## src/rtl/fifo_byte_serializer.sv

```systemverilog
// Reads 32-bit words from an upstream FIFO and streams them out one byte at a time
// over a valid/ready handshake, counting every word whose four bytes were all accepted.
module fifo_byte_serializer #(
  parameter bit MSB_FIRST = 1'b1
) (
  input  logic        Clk,
  input  logic        Rst,
  input  logic        EN,
  input  logic        fifoEmpty,
  input  logic [31:0] fifoData,
  output logic        fifoRD,
  output logic [7:0]  outData,
  output logic        outValid,
  input  logic        outReady,
  output logic        busy,
  output logic [15:0] wordCount
);

  typedef enum logic [1:0] {StIdle, StReq, StWait, StSend} state_e;

  state_e      r_state;
  state_e      w_state_next;
  logic        r_fifo_rd;
  logic [31:0] r_shift;
  logic [1:0]  r_idx;
  logic [15:0] r_word_count;
  logic [15:0] w_word_count_next;
  logic        w_start;
  logic        w_accept;
  logic        w_last;

  assign w_start           = EN & ~fifoEmpty;
  assign w_accept          = (r_state == StSend) & outReady;
  assign w_last            = w_accept & (r_idx == 2'd3);
  assign w_word_count_next = w_last ? r_word_count + 16'd1 : r_word_count;

  // State register; fifoRD is registered so it is high exactly while in StReq.
  always_ff @(posedge Clk) begin
    if (!Rst) begin
      r_state   <= StIdle;
      r_fifo_rd <= 1'b0;
    end else begin
      r_state   <= w_state_next;
      r_fifo_rd <= (w_state_next == StReq);
    end
  end

  always_ff @(posedge Clk) begin
    if (!Rst) begin
      r_shift      <= 32'h0;
      r_idx        <= 2'd0;
      r_word_count <= 16'h0;
    end else begin
      r_word_count <= w_word_count_next;
      if (r_state == StWait) begin
        r_shift <= fifoData;
        r_idx   <= 2'd0;
      end else if (w_accept) begin
        // The byte on outData always sits at the outgoing end of the shift register.
        r_shift <= MSB_FIRST ? {r_shift[23:0], 8'h00} : {8'h00, r_shift[31:8]};
        r_idx   <= r_idx + 2'd1;
      end
    end
  end

  always_comb begin
    w_state_next = r_state;
    unique case (r_state)
      StIdle: if (w_start) w_state_next = StReq;
      StReq:  w_state_next = StWait;
      StWait: w_state_next = StSend;
      StSend: if (w_last) w_state_next = w_start ? StReq : StIdle;
      default: w_state_next = StIdle;
    endcase
  end

  always_comb begin
    fifoRD    = r_fifo_rd;
    outValid  = (r_state == StSend);
    busy      = (r_state != StIdle);
    outData   = MSB_FIRST ? r_shift[31:24] : r_shift[7:0];
    wordCount = r_word_count;
  end

endmodule
```

## config.mk

```make
export PLATFORM = sky130hd
export DESIGN_NAME = fifo_byte_serializer
export DESIGN_NICKNAME = d
export VERILOG_FILES = /design/src/rtl/fifo_byte_serializer.sv
export SDC_FILE = /design/constraint.sdc
export NUM_CORES = 1
export LEC_CHECK = 0
export BUFFER_PORTS_ARGS = -buffer_cell sky130_fd_sc_hd__buf_2
export CORE_MARGIN = 10
export CORE_UTILIZATION = 53
export CTS_BUF_LIST = sky130_fd_sc_hd__clkbuf_8
export DETAILED_ROUTE_END_ITERATION = 16
export PLACE_DENSITY = 0.81
export SLEW_MARGIN = 25
export SYNTH_ARGS = -nofsm -noshare
export SYNTH_HDL_FRONTEND = slang
export SYNTH_SLANG_ARGS = --single-unit
```

## constraint.sdc

```tcl
create_clock -name Clk -period 2.1 [get_ports Clk]
set_input_delay 0 -clock Clk [delete_from_list [all_inputs] [get_ports Clk]]
set_output_delay 0 -clock Clk [all_outputs]
set_load 0.1 [all_outputs]
```

==> metrics.txt, run 1 <==
CP delay by family, top simple AND/OR/NAND/NOR gates; CP Capture Type flip-flop; worst r2r src r_state[0]; most frequent cells in the layout buf_2, dfxtp_1, nand2_1; CTS tree done; Final ANT Viol Nets 0; most common cell after layout, fill and taps aside buf_2; P_leak 1.20 nW; fin crit period 1.72 ns; number of antenna diodes 0; routed wire length 5610 um; number of remaining DRC errors 0; GRT met2 Usage 0.259; worst vdd ir 0.000584 V; total track usage 0.155; post-CTS setup buffers 0; number of flops mapped to enable cells by yosys 0; met3 Use GR 0.0631; Synth cell types 31; synth warn 0; Max-slew headroom 0.372; htree depth 2; Port Buf Inserts 63; vias in the first global route 2031; crit path DAT 1.95 ns; Setup crit start kind flip-flop; max-slew violation count 0; clk_lat worst skew 0.30 ns; status finished clean; initial antenna violation count 0; first drt pass iteration count 4; largest net degree at the start of global routing 46; Syn Nets 301; Core ar. 4060 um2; design area 2880 um2; slowest cell on the critical path nor2_2; post-synthesis register bit count 53; DP Wirelength 3620 um; Clock Skews 0.00307 ns; Seq/Total Area, Yosys 0.473; drt via density 5.33; clock-pin slew on the worst setup and hold paths 0.09 ns; worst reg2reg path endpoint r_shift[19]; cell breakdown of the critical path and3_1 > nor2_2 > nand2_1 > a21oi_1; Core Util, Final 0.710; first-pass GRT wire length 9500 um; Hold/Removal Path Class in -> reg; global-route met1 utilization 0.176; Synth area leaders dfxtp_1, a22oi_1, a21oi_1; Max Clk Rate 583 MHz; CP max FO 24; Final Hold Viols 0; setup slack, reg-to-reg 0.38 ns; TritonCTS sink count 53; Async SR Flop Fraction 0; max_cap viols 0; drt wl/cell 14.6 um; Via Count 2051; GR peak layer met2; dominant synthesized flop cell dfxtp_1; worst path required time 2.33 ns; fraction of layout cells with a size suffix above 1 0.254; Chip Height 85.1 um; deepest clock path buffer count 2; critical path class reg -> reg; Final nets 373; crit path launch r_state[0]; Die W 85.1 um; Mean Syn Cell Area 8.57 um2; final setup fails 0; RSZ-0062 raised after global routing false; stages on the worst setup path 4; pwr/cell area 709 nW/um2; # rows 23; Iter 0 DRT Violations 132; Synth Cell Area 2240 um2; Worst Max-Slew Pin Slew 0.940 ns; total congestion overflow 0; Ports 64; total CTS buffers 5; biggest area consumer among synthesized cells dfxtp_1; R2R depth 4; CP Capture Point r_shift[19]; CTS Root Cell clkbuf_8; initial core utilization 0.553; area grow syn2layout 28.4%; Crit path buffers/inverters 0; dpl cell area 2520 um2; Syn Inst Count 262; Synth top area share 0.473; die area 7240 um2; setup_tns 0 ns; final RePlAce weighted congestion 0.764; Final Cycle Share 0.817; CP max stage delay 0.72 ns
==> power by group <==
part | switching (mW) | leakage [nW] | internal (mW) | total [mW]
combinational | 0.181 | 0.709 | 0.101 | 0.282
clock | 0.318 | 0.0626 | 0.384 | 0.702
sequential | 0.0219 | 0.432 | 1.04 | 1.06
total | 0.521 | 1.20 | 1.52 | 2.04
==> per-layer routing <==
metal / wire [um] / vias to the layer above
li1: - / 1048
met2: 2660 / 46
met4: 81 / 0
met1: 2500 / 949
met3: 378 / 8
met5: 0 / -
==> synth_stat cells, types with 2 or more instances <==
cell and n:
clkbuf_1 10, dfxtp_1 53, nand2_1 45, buf_4 8
nor3_1 3, nor2_1 12, xnor2_1 5, nor4_2 2
nand2b_1 6, mux2i_1 5, a21oi_1 35, nand4_1 3
xor2_1 5, and3_1 4, nand3_1 19, buf_2 8
a22oi_1 24, ha_1 2
==> state kept, by name (all words and copies together) (netlist names) <==
| name | flops |
|---|---|
| r_shift | 32 |
| wordCount | 16 |
| r_idx | 2 |
| r_state | 2 |
| fifoRD | 1 |
==> metrics by stage <==
step                      std cells  power, mW  setup WS, ns  hold WS (ns)
after global routing            385       2.13         0.181        0.0184
after global placement          352       1.32         0.463         0.246
after CTS                       385       2.05         0.387       0.00208
after floorplan                 262       1.27        0.0285         0.136
after detailed placement        352       1.33         0.408         0.247
final                           385       2.04         0.383       0.00487
==> repair_timing <==
item | in CTS | in global routing
endpoints found under the hold margin | 25 | 0
hold buffers | 25 | 0
gates resized for setup | 0 | 0
endpoints found under the setup margin | 0 | 0
==> worst min-delay path by stage <==
stage | start | end | slack (ns) | cells past startpoint
2_1_floorplan | fifoData[0] | r_shift[0] | 0.14 | 2
3_3_place_gp | fifoData[1] | r_shift[1] | 0.25 | 3
3_5_place_dp | fifoData[0] | r_shift[0] | 0.25 | 3
4_1_cts | fifoData[11] | r_shift[11] | 0.002 | 3
5_1_grt | fifoData[9] | r_shift[9] | 0.02 | 3
6_report | fifoData[17] | r_shift[17] | 0.005 | 3
==> worst min-delay path: stages <==
cell and delay [ns]:
buf_2 0.08, a22oi_1 0.07, a21oi_1 0.12
==> kinds of logic after synthesis <==
family          after synthesis  share of synthesized area
flops                        53                      0.473
xor+xnor                     10                     0.0390
compound gates               62                      0.167
mux                           5                     0.0223
simple gates                103                      0.225
fa+ha+maj                     2                     0.0111
buf+inv                      27                     0.0630
==> area by class of cell <==
type | instances | area, um2
tap | 50 | 62.6
timing repair buffer | 91 | 588
multi-input combinational | 182 | 1040
inverter | 1 | 3.75
clock inverter | 2 | 33.8
sequential | 53 | 1070
clock buffer | 6 | 82.6
fill | 317 | 1170
(Power assumes the default switching activity.)
==> run 2, diff against run 1 <==
==> constraint.sdc (replaced) <==
create_clock -name Clk -period 1.7 [get_ports Clk]
set_input_delay 0 -clock Clk [delete_from_list [all_inputs] [get_ports Clk]]
set_output_delay 0 -clock Clk [all_outputs]
set_load 0.1 [all_outputs]
==> run 2 against run 1 <==
Effect of this change:
- die area unchanged
- critical path depth up 1
- fmax rose by 9.9%
- global-route usage rose by 0.29 points
- design area grew 1.8%
- clock-buffer cell count down 1
- clock power down 2%
- critical path type unchanged
- largest cell class unchanged
- largest power group unchanged
==> metrics.txt, run 2 (synthesis results as in run 1) <==
P_leak 1.24 nW; most frequent cells in the layout buf_2, nand2_1, dfxtp_1; number of antenna diodes 0; Port Buf Inserts 63; die area 7240 um2; total congestion overflow 0; crit path DAT 1.79 ns; first-pass GRT wire length 9650 um; Max-slew headroom 0.649; vias in the first global route 2130; max-slew violation count 0; Final ANT Viol Nets 0; Hold/Removal Path Class in -> reg; fraction of layout cells with a size suffix above 1 0.287; R2R depth 5; Clock Skews 0.00303 ns; CP max FO 17; CTS Root Cell clkbuf_8; clk_lat worst skew 0.30 ns; Final nets 379; fillers 313; sw frac 0.280; Worst Max-Slew Pin Slew 0.525 ns; Final Hold Viols 0; Clock power frac 0.294; Setup crit start kind flip-flop; Design Power 2.35 mW; total track usage 0.158; RSZ-0062 raised after global routing false; sequential power share 0.552; worst vdd ir 0.000710 V; number of remaining DRC errors 0; initial core utilization 0.553; status finished clean; Max Clk Rate 640 MHz; Die W 85.1 um; deepest clock path buffer count 2; first drt pass iteration count 4; Iter 0 DRT Violations 156; clock-pin slew on the worst setup and hold paths 0.09 ns; Internal 1.69 mW; setup_tns 0 ns; final worst slack 0.138 ns; total CTS buffers 5; htree depth 2; initial antenna violation count 0; crit path launch r_state[0]; drt wl/cell 14.7 um; worst r2r src r_state[0]; DR WL met2 2830 um; NetSw 657 uW; worst path required time 1.93 ns; max reg flops 32; sequential cell area 1090 um2; CP Capture Type flip-flop; routed wire length 5760 um; pre-CTS setup slack 0.0443 ns; worst reg2reg path endpoint r_shift[20]; Final Cycle Share 0.919; Core Util, Final 0.723; most common cell after layout, fill and taps aside buf_2; logic gate share of total power 0.154; Ports 64; Core ar. 4060 um2; multi-input logic area 1060 um2; met3 WL 439 um; CP Capture Point r_shift[20]; setup slack, reg-to-reg 0.14 ns; Via Count 2111; Reg with most FFs r_shift; final setup fails 0; TritonCTS sink count 53; DR top layer met4; # rows 23; max_cap viols 0; Chip Height 85.1 um; CTS tree done; fin crit period 1.56 ns; final RePlAce weighted congestion 0.752; drt via density 5.40; largest net degree at the start of global routing 33; post-CTS setup buffers 0; DP Wirelength 3940 um; area grow syn2layout 30.8%; met1 wire length 2340 um; pwr/cell area 801 nW/um2; critical path class reg -> reg
[run 2: stage by stage]
stage	hold slack (ns)	std cells	instance area, um2
final	0.00695	391	2940
after global routing	0.00156	391	2940
after CTS	0.000688	391	2920
after detailed placement	0.247	358	2580
after global placement	0.244	358	2580
after floorplan	0.136	262	2270
[run 2: timing repair]
| item | CTS | global route |
|---|---|---|
| endpoints found under the hold margin | 25 | 0 |
| hold buffers | 25 | 0 |
| resized for setup | 0 | 3 |
| setup endpoints to repair | 0 | 29 |
[run 2: critical path: stages, from the launching register on]
cell,delay (ns)
dfxtp_1,0.47
and3_1,0.27
buf_4,0.23
buf_4,0.25
a22oi_1,0.09
a21oi_1,0.17
[run 2: power by group through the flow]
stage                     logic [mW]  registers (mW)  clock network [mW]
final                          0.362            1.30               0.691
after global routing           0.391            1.30               0.756
after CTS                      0.357            1.30               0.703
after detailed placement       0.311            1.33                   0
after global placement         0.307            1.32                   0
after floorplan                0.235            1.33                   0
[run 2: how the worst min path moves through the flow]
stage           startpoint          to  slack, ns  cells after the start
3_3_place_gp   fifoData[6]  r_shift[6]       0.24                      3
6_report       fifoData[8]  r_shift[8]      0.007                      3
4_1_cts        fifoData[8]  r_shift[8]     0.0007                      3
2_1_floorplan  fifoData[0]  r_shift[0]       0.14                      2
5_1_grt        fifoData[8]  r_shift[8]      0.002                      3
3_5_place_dp   fifoData[3]  r_shift[3]       0.25                      3
[run 2: per-layer routing]
layer,vias up,GRT usage
li1,1059,-
met1,960,0.174
met2,77,0.271
met3,15,0.0468
met4,0,0.0734
met5,-,0
[run 2: layout make-up]
class                           count  share of cell area
Sequential cell                    53               0.371
Clock inverter                      3             0.00554
Multi-Input combinational cell    182               0.361
Clock buffer                        5              0.0234
Inverter                            1             0.00128
Timing Repair Buffer               97               0.216
Tap cell                           50              0.0213
